--- src/rtl/ioctl_upload_server_if.sv ---
// ---------------------------------------------------------------------------
// ioctl_upload_server_if
//
// Purpose: bundles every signal between the upload server, hps_io's upload
// interface, the shared synchronous memory read port and the save/status
// sideband. Only clk and reset stay outside the bundle.
//
// Signal summary (direction as seen by the server, i.e. the slave modport):
//   save_trig         in   one-cycle pulse that starts a core-initiated save
//   ioctl_upload_req  out  asks the HPS to begin an upload
//   ioctl_upload      in   HPS upload in progress
//   ioctl_index       in   transfer index from hps_io
//   ioctl_rd          in   one-cycle byte read strobe
//   ioctl_addr        in   byte address of the read (25 bits)
//   ioctl_din         out  byte returned to the HPS
//   ioctl_wait        out  stalls the HPS while a byte is being fetched
//   mem_busy          in   core owns the memory port this cycle
//   mem_rd            out  one-cycle memory read strobe
//   mem_addr          out  memory read address (ADDR_W bits)
//   mem_q             in   memory read data
//   busy              out  server is not idle
//   done              out  one-cycle pulse at the end of an upload
//   byte_cnt          out  bytes served in the current or last upload
//
// Modports: slave = the upload server, master = the surrounding system
// (hps_io, memory, core) or a testbench standing in for it.
// ---------------------------------------------------------------------------
interface ioctl_upload_server_if #(
    parameter int ADDR_W = 12
);
    logic              save_trig;
    logic              ioctl_upload_req;
    logic              ioctl_upload;
    logic [7:0]        ioctl_index;
    logic              ioctl_rd;
    logic [24:0]       ioctl_addr;
    logic [7:0]        ioctl_din;
    logic              ioctl_wait;
    logic              mem_busy;
    logic              mem_rd;
    logic [ADDR_W-1:0] mem_addr;
    logic [7:0]        mem_q;
    logic              busy;
    logic              done;
    logic [15:0]       byte_cnt;

    modport slave (
        input  save_trig, ioctl_upload, ioctl_index, ioctl_rd, ioctl_addr,
               mem_busy, mem_q,
        output ioctl_upload_req, ioctl_din, ioctl_wait, mem_rd, mem_addr,
               busy, done, byte_cnt
    );

    modport master (
        output save_trig, ioctl_upload, ioctl_index, ioctl_rd, ioctl_addr,
               mem_busy, mem_q,
        input  ioctl_upload_req, ioctl_din, ioctl_wait, mem_rd, mem_addr,
               busy, done, byte_cnt
    );
endinterface

--- src/rtl/ioctl_upload_server.sv ---
// ---------------------------------------------------------------------------
// ioctl_upload_server
//
// Purpose: serves HPS upload (core -> HPS) transfers out of an on-chip memory
// such as console RAM or cartridge save data. It is the reader counterpart of
// the ioctl download path. A save is started either by the core (save_trig,
// which raises ioctl_upload_req towards the HPS) or by the host opening an
// upload on our index. Each ioctl_rd is answered with one byte: addresses
// beyond SIZE return PAD at once, valid addresses are fetched through a
// synchronous read port shared with the core, stalling the HPS with
// ioctl_wait until the byte is in ioctl_din.
//
// Ports:
//   clk    in  system clock
//   reset  in  synchronous active-high reset
//   bus    ioctl_upload_server_if.slave (HPS upload, memory port, status)
//
// Parameters:
//   ADDR_W       memory address width
//   SIZE         number of valid bytes; higher addresses return PAD
//   PAD          byte returned for out-of-range addresses
//   MEM_LAT      cycles from mem_rd to valid mem_q (1..3)
//   INDEX        ioctl_index value this block answers to
//   REQ_TIMEOUT  cycles ioctl_upload_req is held before giving up
// ---------------------------------------------------------------------------
module ioctl_upload_server #(
    parameter int          ADDR_W      = 12,
    parameter int          SIZE        = 2048,
    parameter logic [7:0]  PAD         = 8'hFF,
    parameter int          MEM_LAT     = 1,
    parameter logic [7:0]  INDEX       = 8'd1,
    parameter logic [15:0] REQ_TIMEOUT = 16'hFFFF
) (
    input logic                  clk,
    input logic                  reset,
    ioctl_upload_server_if.slave bus
);

    typedef enum logic [2:0] {
        S_IDLE,
        S_REQ,
        S_ACTIVE,
        S_ARB,
        S_LAT
    } state_e;

    localparam logic [24:0] SIZE_A     = 25'(SIZE);
    localparam logic [24:0] ADDR_LIMIT = 25'(1) << ADDR_W;
    localparam logic [1:0]  LAT_LAST   = 2'(MEM_LAT);
    localparam logic [15:0] TMO_LAST   = REQ_TIMEOUT - 16'd1;

    state_e            state_q,    state_d;
    logic              req_q,      req_d;
    logic [7:0]        din_q,      din_d;
    logic              wait_q,     wait_d;
    logic              mem_rd_q,   mem_rd_d;
    logic [ADDR_W-1:0] mem_addr_q, mem_addr_d;
    logic              done_q,     done_d;
    logic [15:0]       byte_cnt_q, byte_cnt_d;
    logic [ADDR_W-1:0] addr_lat_q, addr_lat_d;
    logic [15:0]       tmo_q,      tmo_d;
    logic [1:0]        lat_cnt_q,  lat_cnt_d;
    logic              abort_q,    abort_d;
    logic              sel_prev_q, sel_prev_d;

    logic        sel;
    logic        sel_rise;
    logic        rd_accept;
    logic        in_range;
    logic        abort_now;
    logic [15:0] byte_cnt_inc;

    // The upload is ours only while the host runs it on our index.
    assign sel       = bus.ioctl_upload && (bus.ioctl_index == INDEX);
    assign sel_rise  = sel && !sel_prev_q;
    // A read strobe while stalled is a host protocol violation: drop it.
    assign rd_accept = bus.ioctl_rd && sel && !wait_q;
    // Both checks are kept so SIZE larger than the address space stays safe.
    assign in_range  = (bus.ioctl_addr < SIZE_A) && (bus.ioctl_addr < ADDR_LIMIT);
    // Once the host has left, the in-flight fetch still completes but its
    // data is thrown away.
    assign abort_now = abort_q || !sel;
    assign byte_cnt_inc = (byte_cnt_q == 16'hFFFF) ? byte_cnt_q : byte_cnt_q + 16'd1;

    always_comb begin
        // NOTE: every _d starts from its held value so no path through the
        // case below can leave a signal unassigned and infer a latch.
        state_d    = state_q;
        req_d      = req_q;
        din_d      = din_q;
        wait_d     = wait_q;
        mem_rd_d   = 1'b0;
        mem_addr_d = mem_addr_q;
        done_d     = 1'b0;
        byte_cnt_d = byte_cnt_q;
        addr_lat_d = addr_lat_q;
        tmo_d      = tmo_q;
        lat_cnt_d  = lat_cnt_q;
        abort_d    = abort_q;
        sel_prev_d = sel;

        case (state_q)
            S_IDLE: begin
                req_d  = 1'b0;
                wait_d = 1'b0;
                // A host-opened upload wins over a same-cycle trigger: the
                // host is already there, so there is nothing to request.
                if (sel_rise) begin
                    state_d    = S_ACTIVE;
                    byte_cnt_d = '0;
                end else if (bus.save_trig) begin
                    state_d    = S_REQ;
                    req_d      = 1'b1;
                    tmo_d      = '0;
                    byte_cnt_d = '0;
                end
            end

            S_REQ: begin
                if (sel) begin
                    state_d = S_ACTIVE;
                    req_d   = 1'b0;
                end else if (tmo_q == TMO_LAST) begin
                    state_d = S_IDLE;
                    req_d   = 1'b0;
                end else begin
                    tmo_d = tmo_q + 16'd1;
                end
            end

            S_ACTIVE: begin
                // An out-of-range answer stalls for exactly one cycle.
                wait_d = 1'b0;
                if (!sel) begin
                    state_d = S_IDLE;
                    done_d  = 1'b1;
                end else if (rd_accept) begin
                    wait_d = 1'b1;
                    if (in_range) begin
                        state_d    = S_ARB;
                        addr_lat_d = bus.ioctl_addr[ADDR_W-1:0];
                        abort_d    = 1'b0;
                    end else begin
                        din_d      = PAD;
                        byte_cnt_d = byte_cnt_inc;
                    end
                end
            end

            S_ARB: begin
                abort_d = abort_now;
                if (!bus.mem_busy) begin
                    state_d    = S_LAT;
                    mem_rd_d   = 1'b1;
                    mem_addr_d = addr_lat_q;
                    lat_cnt_d  = '0;
                end
            end

            S_LAT: begin
                if (lat_cnt_q == LAT_LAST) begin
                    wait_d = 1'b0;
                    if (abort_now) begin
                        state_d = S_IDLE;
                        done_d  = 1'b1;
                    end else begin
                        state_d    = S_ACTIVE;
                        din_d      = bus.mem_q;
                        byte_cnt_d = byte_cnt_inc;
                    end
                end else begin
                    lat_cnt_d = lat_cnt_q + 2'd1;
                    abort_d   = abort_now;
                end
            end

            default: begin
                state_d = S_IDLE;
                req_d   = 1'b0;
                wait_d  = 1'b0;
            end
        endcase
    end

    always_ff @(posedge clk) begin
        if (reset) begin
            state_q    <= S_IDLE;
            req_q      <= 1'b0;
            din_q      <= 8'h00;
            wait_q     <= 1'b0;
            mem_rd_q   <= 1'b0;
            mem_addr_q <= '0;
            done_q     <= 1'b0;
            byte_cnt_q <= '0;
            addr_lat_q <= '0;
            tmo_q      <= '0;
            lat_cnt_q  <= '0;
            abort_q    <= 1'b0;
            sel_prev_q <= 1'b0;
        end else begin
            // NOTE: non-blocking assignments so every flop samples the values
            // from before this edge, whatever order the lines are written in.
            state_q    <= state_d;
            req_q      <= req_d;
            din_q      <= din_d;
            wait_q     <= wait_d;
            mem_rd_q   <= mem_rd_d;
            mem_addr_q <= mem_addr_d;
            done_q     <= done_d;
            byte_cnt_q <= byte_cnt_d;
            addr_lat_q <= addr_lat_d;
            tmo_q      <= tmo_d;
            lat_cnt_q  <= lat_cnt_d;
            abort_q    <= abort_d;
            sel_prev_q <= sel_prev_d;
        end
    end

    assign bus.ioctl_upload_req = req_q;
    assign bus.ioctl_din        = din_q;
    assign bus.ioctl_wait       = wait_q;
    assign bus.mem_rd           = mem_rd_q;
    assign bus.mem_addr         = mem_addr_q;
    assign bus.done             = done_q;
    assign bus.byte_cnt         = byte_cnt_q;
    assign bus.busy             = (state_q != S_IDLE);

endmodule

--- src/flat_wrapper.sv ---
// flat-port wrapper written by rule: the top's interface ports become plain ports
module ioctl_upload_server_flat 
#(
    parameter int          ADDR_W      = 12,
    parameter int          SIZE        = 2048,
    parameter logic [7:0]  PAD         = 8'hFF,
    parameter int          MEM_LAT     = 1,
    parameter logic [7:0]  INDEX       = 8'd1,
    parameter logic [15:0] REQ_TIMEOUT = 16'hFFFF
)
  (clk, reset, bus_save_trig, bus_ioctl_upload, bus_ioctl_index, bus_ioctl_rd, bus_ioctl_addr, bus_mem_busy, bus_mem_q, bus_ioctl_upload_req, bus_ioctl_din, bus_ioctl_wait, bus_mem_rd, bus_mem_addr, bus_busy, bus_done, bus_byte_cnt);
  ioctl_upload_server_if #(.ADDR_W(ADDR_W)) bus_i ();
  input logic clk;
  input logic reset;
  input wire logic [$bits(bus_i.save_trig)-1:0] bus_save_trig;
  input wire logic [$bits(bus_i.ioctl_upload)-1:0] bus_ioctl_upload;
  input wire logic [$bits(bus_i.ioctl_index)-1:0] bus_ioctl_index;
  input wire logic [$bits(bus_i.ioctl_rd)-1:0] bus_ioctl_rd;
  input wire logic [$bits(bus_i.ioctl_addr)-1:0] bus_ioctl_addr;
  input wire logic [$bits(bus_i.mem_busy)-1:0] bus_mem_busy;
  input wire logic [$bits(bus_i.mem_q)-1:0] bus_mem_q;
  output wire logic [$bits(bus_i.ioctl_upload_req)-1:0] bus_ioctl_upload_req;
  output wire logic [$bits(bus_i.ioctl_din)-1:0] bus_ioctl_din;
  output wire logic [$bits(bus_i.ioctl_wait)-1:0] bus_ioctl_wait;
  output wire logic [$bits(bus_i.mem_rd)-1:0] bus_mem_rd;
  output wire logic [$bits(bus_i.mem_addr)-1:0] bus_mem_addr;
  output wire logic [$bits(bus_i.busy)-1:0] bus_busy;
  output wire logic [$bits(bus_i.done)-1:0] bus_done;
  output wire logic [$bits(bus_i.byte_cnt)-1:0] bus_byte_cnt;
  assign bus_i.save_trig = bus_save_trig;
  assign bus_i.ioctl_upload = bus_ioctl_upload;
  assign bus_i.ioctl_index = bus_ioctl_index;
  assign bus_i.ioctl_rd = bus_ioctl_rd;
  assign bus_i.ioctl_addr = bus_ioctl_addr;
  assign bus_i.mem_busy = bus_mem_busy;
  assign bus_i.mem_q = bus_mem_q;
  assign bus_ioctl_upload_req = bus_i.ioctl_upload_req;
  assign bus_ioctl_din = bus_i.ioctl_din;
  assign bus_ioctl_wait = bus_i.ioctl_wait;
  assign bus_mem_rd = bus_i.mem_rd;
  assign bus_mem_addr = bus_i.mem_addr;
  assign bus_busy = bus_i.busy;
  assign bus_done = bus_i.done;
  assign bus_byte_cnt = bus_i.byte_cnt;
  ioctl_upload_server #(.ADDR_W(ADDR_W), .SIZE(SIZE), .PAD(PAD), .MEM_LAT(MEM_LAT), .INDEX(INDEX), .REQ_TIMEOUT(REQ_TIMEOUT)) u_core (.clk(clk), .reset(reset), .bus(bus_i));
endmodule
--- config.mk ---
export PLATFORM = sky130hd
export DESIGN_NAME = ioctl_upload_server_flat
export DESIGN_NICKNAME = d
export VERILOG_FILES = /design/src/rtl/ioctl_upload_server_if.sv /design/src/rtl/ioctl_upload_server.sv /design/src/flat_wrapper.sv
export SDC_FILE = /design/constraint.sdc
export NUM_CORES = 1
export LEC_CHECK = 0
export CAP_MARGIN = 20
export CELL_PAD_IN_SITES_DETAIL_PLACEMENT = 1
export CELL_PAD_IN_SITES_GLOBAL_PLACEMENT = 2
export CORE_UTILIZATION = 31
export DETAILED_ROUTE_END_ITERATION = 12
export GPL_TIMING_DRIVEN = 0
export PLACE_DENSITY_LB_ADDON = 0.15
export REMOVE_ABC_BUFFERS = 1
export SYNTH_ARGS = -nofsm -noshare
export SYNTH_HDL_FRONTEND = slang
export SYNTH_SLANG_ARGS = --single-unit
--- constraint.sdc ---
create_clock -name clk -period 6.2 [get_ports clk]
set_input_delay 1.24 -clock clk [delete_from_list [all_inputs] [get_ports clk]]
set_output_delay 1.24 -clock clk [all_outputs]
set_load 0.01 [all_outputs]
* Yosys cells after proc, flatten, opt, wreduce, memory -nomap -nowiden
Cells that the tools add are included.
** Cells by class
- Add/sub/neg operators :: 3
- Order comparisons :: 2
- Equal/unequal tests :: 24
- Mux-type cells :: 52
- Bitwise logic cells :: 4
- Reduce and logical (&&, ||, !) cells :: 29
** Operator list (count)
- 16-bit two-way mux :: 11
- 16-bit one-hot mux with 3 select lines :: 1
- 8-bit two-way mux :: 5
- 16-bit by 1-bit adder with 16-bit output (second input constant) :: 2
- 16-bit equality test (second input constant) :: 2
- 16-bit one-hot mux with 2 select lines :: 1
- 3-bit two-way mux :: 9
- 25-bit by 12-bit less-than comparator with 1-bit output (second input constant) :: 1
- 25-bit by 13-bit less-than comparator with 1-bit output (second input constant) :: 1
- 2-bit != test (second input constant) :: 8
- 8-bit one-hot mux with 2 select lines :: 1
- 1-bit two-way mux :: 15
- 3-bit one-hot mux with 5 select lines :: 1
- 6-bit AND reduction :: 2
- 5-bit AND reduction :: 2
- 1-bit one-hot mux with 3 select lines :: 3
- 3-bit nonzero test :: 3
- 8-bit by 1-bit equality test with 1-bit output (second input constant) :: 1
- 2-bit by 1-bit != test with 1-bit output (second input constant) :: 4
- 7-bit AND reduction :: 1
- 3-bit by 2-bit equality test with 1-bit output (second input constant) :: 2
- 2-bit two-way mux :: 3
- 3-bit != test (second input constant) :: 2
- 2-bit AND reduction :: 3
- 18 further kinds :: 30
** Word-level totals
- Register bits :: 75
- Logic and storage cells :: 127

* Depth between registers and ports, before layout
- Depth after elaboration :: 7
- Mapped depth :: 11
- Gate-level depth less buffers :: 7

* Worst setup path after synthesis
OpenSTA, ideal clock, no wires.
- Kind :: input to register
- From :: in bus_ioctl_index[7]
- To :: reg u_core.byte_cnt_q[10] (netlist: u_core.bus.byte_cnt[10])
- Data arrival time :: 3412 ps
- Required time :: 6108 ps
- Slack :: 2695 ps
- Cell stages on the path :: 10
- Cells stage by stage :: or4b_1 > nand4bb_1 > buf_2 > o311a_1 > or2_1 > buf_2 > or3_1 > buf_2 > buf_6 > o32ai_1
** Between the ends
- Longest elaborated chain between the ends :: 6
** Ends and longest elaborated chain
- start: declaration :: line flat_wrapper.sv:17 : input wire logic [$bits(bus_i.ioctl_index)-1:0] bus_ioctl_index;
- 8-bit by 1-bit equality test with 1-bit output (*) :: line ioctl_upload_server.sv:74 : assign sel = bus.ioctl_upload && (bus.ioctl_index == INDEX);
- 1-bit logical AND (*) :: line ioctl_upload_server.sv:74
- 1-bit zero test or 1-bit logical AND (tied branches) :: line ioctl_upload_server.sv:82, ioctl_upload_server.sv:77
- 1-bit logical OR or 1-bit logical AND (tied branches) :: line ioctl_upload_server.sv:82, ioctl_upload_server.sv:77
- 2-bit != test (no source line) or 2-bit by 1-bit != test with 1-bit output (tied branches)
- 7-bit AND reduction (no source line)
- end signal: assignment :: line ioctl_upload_server.sv:210 : byte_cnt_q <= byte_cnt_d;
- end: declaration :: line ioctl_upload_server.sv:59 : logic [15:0] byte_cnt_q, byte_cnt_d;
Every way passes the cells marked *; elsewhere a longest branch is shown, timed or not.
A chain may end at the register's enable or synchronous reset.

* Final worst setup path
- From :: in bus_ioctl_index[7]
- To :: reg u_core.byte_cnt_q[0] (netlist: u_core.bus.byte_cnt[0])
Same word-level chain as after synthesis.

==> summary.txt <==
Logic synthesis
  • Post-synthesis compound-gate area fraction: 0.185
  • Synth Area in Simple Gates: 0.268
  • Post-synth EDFFs: 0
  • Area contributors post-synth: dfxtp_1, nor2_1, nand2_1
  • Post-synth top area share: 0.420
  • Yosys cell types: 52
  • Synth area leader: dfxtp_1
  • Synth Flop Type: dfxtp_1
  • Mean Syn Cell Area: 8.22 um2
  • Largest family of logic cells by synthesized area: simple AND/OR/NAND/NOR gates
  • Mux share of post-synthesis cell area: 0.0336
  • Sequential fraction of the synthesis area: 0.420
  • Xor/xnor share of the synthesized area: 0.0245
  • Cells after synthesis: approximately 440
  • Number of warnings issued by yosys: 0
  • Adder-cell share of the synthesized area: 0.0140
  • Mapped Area: 3580 um2
  • Async SR Flop Fraction: 0
  • Flops & latches, synth: 75

Power
  • VDD IR max: approximately 0.00011 V
  • Clock power frac: 0.485
  • Power per standard cell area: roughly 230 nW/um2
  • Switch share: 0.231
  • Sequential power share: 0.445
  • Psw: about 0.00025 W
  • Comb pwr share: 0.070
  • P_leak: 1.54 nW
  • Internal: approximately 0.00085 W
  • Final total power: about 0.0011 W

GRT
  • Vias in the first global route: roughly 3400
  • Antenna violations before repair: 0
  • First-pass GRT wire length: between 15 and 20 mm
  • Largest net degree at the start of global routing: 39
  • GRT overflow: 0
  • GRT Total Usage: 0.178

Min path
  • Worst hold path class: flop to flop

Finish
  • Share of layout cells above drive strength 1: 0.0546
  • Antenna cell count: 0
  • Filler cell count: 1338
  • Leading cell types in the layout, fill and taps excluded: clkdlybuf4s50_1, dfxtp_1, nor2_1, nand2_1, a21oi_1
  • Final Non-Filler Cells: around 650
  • Commonest non-fill, non-tap cell in the layout: clkdlybuf4s50_1
  • Register area: 1500 um2
  • Fin nets: 559
  • Area of the multi-input gates: between 1500 and 2000 um2
  • Synth-to-Final Area Change: 35.7%

Clock network
  • # hold bufs at CTS: 0
  • Post-CTS sizing: 0
  • Clock sinks: between 70 and 80
  • CTS tree: built
  • Cts bufs inserted: 9
  • Post-CTS Setup Bufs: 0
  • Clk Tree Root Cell: clkbuf_16
  • Skew-Pair Late Insertion Delay: 0.34 ns
  • CTS Buffer Depth: 2
  • Clock slew at reported path FFs: approximately 0.06 ns
  • H-Tree Depth: 3

Job
  • # Max-Cap Violations: 0

STA
  • RSZ-0062 raised after global routing: false
  • Final hold viol count: 0
  • Period utilization: 0.756
  • Final setup viols: 0
  • Clk_skew: between 0.008 and 0.009 ns
  • Setup tns final: 0 ns
  • Relative slew slack: 0.348
  • Worst-Margin Slew: 0.974 ns
  • Post-layout min period: approximately 4.7 ns
  • Peak Freq: around 210 MHz
  • Max Slew Vio Count: 0

Drt
  • TritonRoute pass-1 iters: 4
  • ANT nets after route: 0
  • DRT iter0 DRCs: between 150 and 200
  • Via count: between 3000 and 4000
  • Number of remaining DRC errors: 0
  • Detailed Route WL: about 10 mm
  • Vias per Instance: roughly 5.3
  • Routed length per instance: ~16 um

Critical path
  • Slowest CP cell: or3_1
  • Register-to-register setup slack: 2.82 ns
  • Type of origin of the critical path: input port
  • Crit-path cells: clkdlybuf4s50_1 > or4b_1 > nand4bb_1 > o21ai_0 > nand3_1 > or3_1 > o22ai_1
  • Required time worst endpoint: roughly 6.5 ns
  • Crit-path max FO: 18
  • CP max stage delay: 0.83 ns
  • CP Capture Type: flop
  • Crit path arrival time: roughly 5 ns
  • Crit path kind: input port to flop

Run status
  • Status: finished clean

Place
  • Cell count after placement: between 600 and 700
  • Port buffer count: 87
  • Gpl congestion: 0.750
  • Post-DP HPWL: roughly 7.2 mm

Floorplanning
  • Die height: 109 um
  • Die area: between 10000 and 15000 um2
  • Core area: 11000 um2
  • Site Rows: 38
  • IO Pins: just under 90
  • Die X-Extent: roughly 110 um
  • Initial Util: 0.324
sequential cells by signal, summed over array words and instances, names as in the netlist:
| name | count |
|---|---|
| u_core.bus.byte_cnt | 16 |
| u_core.tmo_q | 16 |
| u_core.addr_lat_q | 12 |
| u_core.bus.mem_addr | 12 |
| u_core.bus.ioctl_din | 8 |
| u_core.state_q | 3 |
| u_core.lat_cnt_q | 2 |
| u_core.abort_q | 1 |
| u_core.bus.done | 1 |
| u_core.bus.ioctl_upload_req | 1 |
| u_core.bus.ioctl_wait | 1 |
| u_core.bus.mem_rd | 1 |
| u_core.sel_prev_q | 1 |
worst paths after layout:
| path | from | to | cells past startpoint |
|---|---|---|---|
| max | bus_ioctl_index[7] | u_core.bus.byte_cnt[0] | 7 |
| min | u_core.addr_lat_q[11] | u_core.bus.mem_addr[11] | 2 |
| max reg2reg | u_core.state_q[0] | u_core.bus.byte_cnt[0] | 6 |
| min reg2reg | u_core.addr_lat_q[11] | u_core.bus.mem_addr[11] | 2 |
kinds of logic after synthesis:
group | count (synthesis)
adders and majority gates | 4
buffers and inverters | 49
AOI/OAI and AO/OA | 96
DFF | 75
and+or+nand+nor | 189
xor gates and xnor gates | 10
muxes | 12
critical path, delay by kind of cell:
family          cells  cell delay, ns
compound gates      2            0.67
buf+inv             1            0.39
simple gates        4            2.64
layout make-up:
type                       instances  share of cell area
multi-input combinational        311               0.389
sequential                        75               0.309
timing repair buffer              90               0.186
clock buffer                      11              0.0500
tap                              140              0.0361
inverter                          21              0.0162
clock inverter                     5              0.0129
cells in the mapped netlist (all sizes together) (7+ instances only):
library cell,number
a21oi,28
nor2,52
nand2,42
inv,21
dfxtp,75
or3,17
a2111oi,11
nor4,9
o21ai,12
nand4,10
clkbuf,22
nand3,20
mux2i,12
o22ai,9
xnor2,7
o32ai,13
per-layer routing:
metal | share of wire | global-route usage | vias up
met1 | 0.48 | 0.224 | 1664
met2 | 0.47 | 0.292 | 55
met4 | 0.015 | 0.0790 | 0
met5 | 0 | 0 | -
met3 | 0.035 | 0.0373 | 13
li1 | - | - | 1738
power by group through the flow:
stage | clock (W) | combinational, W | sequential (W)
3_5_place_dp | 0 | 0.0000780 | 0.000502
2_1_floorplan | 0 | 0.0000283 | 0.000500
5_1_grt | 0.000571 | 0.0000844 | 0.000492
6_report | 0.000536 | 0.0000778 | 0.000492
4_1_cts | 0.000550 | 0.0000783 | 0.000492
3_3_place_gp | 0 | 0.0000746 | 0.000502
stage by stage:
step	instance area (um2)	hold slack (ns)	utilization	setup WS [ns]
5_1_grt	4850	0.475	0.440	1.30
4_1_cts	4850	0.452	0.440	1.52
2_1_floorplan	3460	0.421	-	2.18
3_5_place_dp	4550	0.444	0.412	1.16
3_3_place_gp	4500	0.438	0.408	0.603
6_report	4850	0.450	0.440	1.51
No activity file was read; power rests on OpenSTA's default activity.
